`src/rtl/stack_warning_mc.sv`:
```
// Multi-channel idle-frame watchdog: per-channel saturating idle counters with sticky
// warning/alarm flags and a longest-idle channel index. Optional irq via STACK_WARN_IRQ_EN.
module stack_warning_mc #(
  parameter int NCH      = 4,
  parameter int CNT_W    = 11,
  parameter int WARN_TH  = 100,
  parameter int ALARM_TH = 200,
  localparam int MW      = (NCH > 1) ? $clog2(NCH) : 1
) (
  input  logic                 clk,
  input  logic                 rst,
  input  logic [NCH-1:0]       valid_in,
  input  logic [NCH-1:0]       data_in,
  input  logic [NCH-1:0]       clr,
  output logic [NCH-1:0]       warning,
  output logic [NCH-1:0]       alarm,
  output logic [NCH*CNT_W-1:0] stack,
  output logic                 any_warning,
  output logic                 any_alarm,
  output logic [MW-1:0]        max_ch
`ifdef STACK_WARN_IRQ_EN
  ,
  output logic                 irq,
  input  logic                 irq_ack
`endif
);

  localparam logic [CNT_W-1:0] WARN_V  = CNT_W'(WARN_TH);
  localparam logic [CNT_W-1:0] ALARM_V = CNT_W'(ALARM_TH);
  localparam logic [CNT_W-1:0] CNT_MAX = '1;

  logic [NCH-1:0]   prevalid;
  logic [NCH-1:0]   idle_evt;
  logic [NCH-1:0]   kill;
  logic [CNT_W-1:0] cnt [NCH];
  logic [MW-1:0]    best_idx;
  logic [CNT_W-1:0] best_val;

  assign idle_evt = valid_in & ~prevalid & ~data_in;
  // Activity clears for the whole time valid is high, not just on the frame edge.
  assign kill     = clr | (valid_in & data_in);

  always_ff @(posedge clk) begin
    if (rst) begin
      prevalid <= '0;
      warning  <= '0;
      alarm    <= '0;
      for (int i = 0; i < NCH; i++) cnt[i] <= '0;
    end else begin
      prevalid <= valid_in;
      for (int i = 0; i < NCH; i++) begin
        if (kill[i]) begin
          cnt[i]     <= '0;
          warning[i] <= 1'b0;
          alarm[i]   <= 1'b0;
        end else begin
          if (idle_evt[i] && cnt[i] != CNT_MAX) cnt[i] <= cnt[i] + 1'b1;
          // Flags compare the registered count, so they trail the count by one clock.
          if (cnt[i] >= WARN_V)  warning[i] <= 1'b1;
          if (cnt[i] >= ALARM_V) alarm[i]   <= 1'b1;
        end
      end
    end
  end

  always_comb begin
    best_idx = '0;
    best_val = cnt[0];
    for (int i = 1; i < NCH; i++) begin
      if (cnt[i] > best_val) begin
        best_val = cnt[i];
        best_idx = MW'(i);
      end
    end
  end

  always_ff @(posedge clk) begin
    if (rst) max_ch <= '0;
    else     max_ch <= best_idx;
  end

  for (genvar g = 0; g < NCH; g++) begin : g_stack
    assign stack[g*CNT_W +: CNT_W] = cnt[g];
  end

  assign any_warning = |warning;
  assign any_alarm   = |alarm;

`ifdef STACK_WARN_IRQ_EN
  logic [NCH-1:0] warn_q;
  logic [NCH-1:0] alarm_q;

  always_ff @(posedge clk) begin
    if (rst) begin
      warn_q  <= '0;
      alarm_q <= '0;
      irq     <= 1'b0;
    end else begin
      warn_q  <= warning;
      alarm_q <= alarm;
      // A new flag rise beats a simultaneous acknowledge.
      if (|((warning & ~warn_q) | (alarm & ~alarm_q))) irq <= 1'b1;
      else if (irq_ack)                                irq <= 1'b0;
    end
  end
`endif

endmodule
```
`config.mk`:
```
export PLATFORM = sky130hd
export DESIGN_NAME = stack_warning_mc
export DESIGN_NICKNAME = d
export VERILOG_FILES = /design/src/rtl/stack_warning_mc.sv
export SDC_FILE = /design/constraint.sdc
export NUM_CORES = 1
export LEC_CHECK = 0
export ABC_AREA = 1
export CELL_PAD_IN_SITES_DETAIL_PLACEMENT = 1
export CELL_PAD_IN_SITES_GLOBAL_PLACEMENT = 1
export CORE_ASPECT_RATIO = 1.25
export CORE_MARGIN = 5
export CORE_UTILIZATION = 30
export CTS_CLUSTER_DIAMETER = 200
export DETAILED_ROUTE_END_ITERATION = 8
export DONT_BUFFER_PORTS = 1
export PLACE_DENSITY_LB_ADDON = 0.1
export SYNTH_ARGS = -nofsm -noshare
export SYNTH_HDL_FRONTEND = slang
export SYNTH_SLANG_ARGS = --single-unit
```
`constraint.sdc`:
```
create_clock -name clk -period 6.7 [get_ports clk]
set_clock_uncertainty 0.05 [all_clocks]
set_input_delay 1.005 -clock clk [delete_from_list [all_inputs] [get_ports clk]]
set_output_delay 1.005 -clock clk [all_outputs]
set_load 0.02 [all_outputs]
```
==> impl_metrics.env <==
export IMPL_setup_violations=0
export IMPL_drt_wl_total_mm=12.5
export IMPL_required_ns=6.87
export IMPL_critPathMaxFanout=16
export IMPL_yosys_most_used_dff="edfxtp_1"
export IMPL_fp_coreArea_um2=13700
export IMPL_hp_class="reg2reg"
export IMPL_tritoncts="built"
export IMPL_r2r_slack_ns=1.67
export IMPL_grt_overflow_total=0
export IMPL_r2r_start="cnt[0][3]"
export IMPL_synthTopCellsByCount="nand2_1 (100), inv_1 (65), nor2_1 (54)"
export IMPL_ys_seq_area_frac=0.386
export IMPL_synth_seq_cells=58
export IMPL_p_leak_nw=1.91
export IMPL_grt_pass1_vias=3670
export IMPL_yosysTopAreaCellShare=0.319
export IMPL_yosysWarnings=0
export IMPL_synthArstFlopShare=0
export IMPL_nets=559
export IMPL_post_cts_resized=0
export IMPL_drc_errors=0
export IMPL_worst_slew_pin_slew_ns=0.769
export IMPL_wl_per_cell_um=18.4
export IMPL_p_sw_frac=0.317
export IMPL_drt_iter0_drc=119
export IMPL_drt_pass1_iterations=4
export IMPL_ys_top_cells_by_area="edfxtp_1 (32%), ha_1 (12%), nand2_1 (9.1%), dfxtp_1 (6.8%), inv_1 (5.9%)"
export IMPL_ant_nets=0
export IMPL_p_comb_frac=0.193
export IMPL_numCtsBuffers=9
export IMPL_avgViaCountPerCell=4.90
export IMPL_clk_latency_ns=0.33
export IMPL_cts_root_buf="clkbuf_16"
export IMPL_synth_most_common_cell="nand2_1"
export IMPL_power_density_nw_per_um2=258
export IMPL_clk_path_buf_depth=2
export IMPL_clk_pin_slew_ns=0.06
export IMPL_crit_path_start="cnt[0][3]"
export IMPL_area_growth_pct=11.1
export IMPL_vias=3349
export IMPL_gp_congestion=0.787
export IMPL_reg2regPathDepth=27
export IMPL_grt_pass1_wl_mm=20.0
export IMPL_seqPwrFrac=0.396
export IMPL_internal_power_uw=813
export IMPL_fp_row_count=48
export IMPL_drive_above_1_share=0.0945
export IMPL_maxCapViolations=0
export IMPL_outcome="finished clean"
export IMPL_chipHeight_um=141
export IMPL_rsz0062_at_grt="no"
export IMPL_grt_start_max_net_pins=17
export IMPL_p_switching_uw=377
export IMPL_p_clk_frac=0.411
export IMPL_synth_area_per_cell_um2=8.27
export IMPL_setup_tns_final_ns=0
export IMPL_antenna_found_initial=0
export IMPL_start_util=0.303
export IMPL_finalMaxSlewViolations=0
export IMPL_fmax_mhz=199
export IMPL_yosysUniqueCellTypes=38
export IMPL_synth_cells=501
export IMPL_fillers=1633
export IMPL_die_area_um2=16300
export IMPL_diodes=0
export IMPL_peakVddDrop_mv=0.108
export IMPL_io_pins=70
export IMPL_min_period_over_period=0.751
export IMPL_utilization=0.336
export IMPL_port_buffers=0
export IMPL_synth_edf_count=44
export IMPL_r2r_end="max_ch[0]"
export IMPL_track_usage=0.161
export IMPL_cts_hold_buf=0
export IMPL_numClockSinks=58
export IMPL_cts_setup_buffers=0
export IMPL_slew_headroom=0.488
export IMPL_critPathKind="reg2reg"
export IMPL_setup_worst_path_start_class="register"
export IMPL_syn_nets=556
export IMPL_htreeDepth=3
export IMPL_synth_area_um2=4140
export IMPL_die_w_um=115
export IMPL_yosysTopAreaCell="edfxtp_1"
export IMPL_layout_min_cycle_time_ns=5.03
export IMPL_finalHoldViolCount=0
export IMPL_crit_arrival_ns=5.20
export IMPL_cp_endpoint="max_ch[0]"
export IMPL_end_kind="register"
export IMPL_hpwl_mm=10.1
power by group through the flow:
stage	clock network [mW]	registers (mW)	logic [mW]
after global placement	0	0.481	0.226
after detailed placement	0	0.482	0.234
after global routing	0.513	0.477	0.268
after floorplan	0	0.462	0.179
final	0.489	0.472	0.230
after CTS	0.499	0.475	0.235
how the worst min path moves through the flow:
stage                     slack (ns)  cells after the start         from   endpoint
final                           0.58                      2     alarm[2]   alarm[2]
after global routing            0.61                      3  prevalid[3]  cnt[3][8]
after CTS                       0.58                      2     alarm[2]   alarm[2]
after detailed placement        0.57                      2     alarm[2]   alarm[2]
after global placement          0.56                      2     alarm[2]   alarm[2]
after floorplan                 0.50                      2     alarm[0]   alarm[0]
cell usage in the layout, fill, tap and decap left out, types with 3 or more instances in the layout:
master / instances
xor2_1: 17
ha_1: 41
o21bai_1: 3
edfxtp_1: 44
clkbuf_1: 3
nor2_1: 54
dfxtp_1: 14
o21ai_0: 12
inv_2: 4
nand4_1: 9
inv_1: 65
nor4_2: 4
o21ai_2: 3
and2_1: 11
nand2_1: 100
nand3_2: 5
a21oi_1: 22
clkbuf_16: 9
nor3_1: 9
nor2_2: 11
xnor2_1: 4
nand2_2: 5
a31oi_1: 7
nand3_1: 32
metal layers:
| layer | track usage | vias to the layer above | part of all wire |
|---|---|---|---|
| met3 | 0.0392 | 13 | 0.049 |
| met4 | 0.0600 | 0 | 0.018 |
| met2 | 0.291 | 55 | 0.52 |
| met1 | 0.181 | 1607 | 0.42 |
| li1 | - | 1674 | - |
| met5 | 0 | - | 0 |
critical path, cell delays in order, from the launching register on:
cell	delay (ns)
edfxtp_1	0.67
inv_1	0.17
ha_1	0.31
nand2_1	0.04
inv_1	0.04
nand2_1	0.05
nor2_1	0.13
nand4_1	0.38
nand2_1	0.44
nand2_1	0.13
and2_1	0.19
ha_1	0.30
nand2_1	0.07
nor2_1	0.05
and2_1	0.15
nand2_1	0.06
nand3_2	0.09
nand2_2	0.24
inv_1	0.18
nand2_1	0.09
nand2_1	0.08
ha_1	0.30
a21oi_1	0.16
nor2_1	0.05
nor2_1	0.09
nor2_1	0.05
o21ai_0	0.22
a21oi_1	0.10
cell type report:
type	instances	area, um2	share of cell area
Inverter	69	259	0.0562
Clock inverter	3	65.1	0.0141
Multi-Input combinational cell	366	2220	0.483
Tap cell	175	219	0.0476
Clock buffer	12	236	0.0514
Sequential cell	58	1600	0.348
sequential cells by signal (all words and copies together) (netlist names):
signal / count
alarm: 4
cnt: 44
max_ch: 2
prevalid: 4
warning: 4
cells by family (layout without fill, tap and decap cells):
logic type               Yosys count  count (layout)  share of synthesized area
AND/OR/NAND/NOR                  250             250                      0.291
buffers and inverters             77              84                     0.0770
flip-flops                        58              58                      0.386
AO/OA/AOI/OAI                     54              54                     0.0773
adder cells (fa/ha/maj)           41              41                      0.124
XOR/XNOR                          21              21                     0.0444
stage by stage:
step                setup slack (ns)  power [mW]  hold slack, ns  instance area [um2]  instances
floorplan                       2.81       0.641           0.503                 4140        501
global placement                1.78       0.707           0.560                 4300        668
global route                    1.09        1.26           0.611                 4600        683
detailed placement              1.64       0.716           0.568                 4300        668
CTS                             1.63        1.21           0.577                 4600        683
finish                          1.67        1.19           0.576                 4600        683
Power figures use the tool's default switching activity.
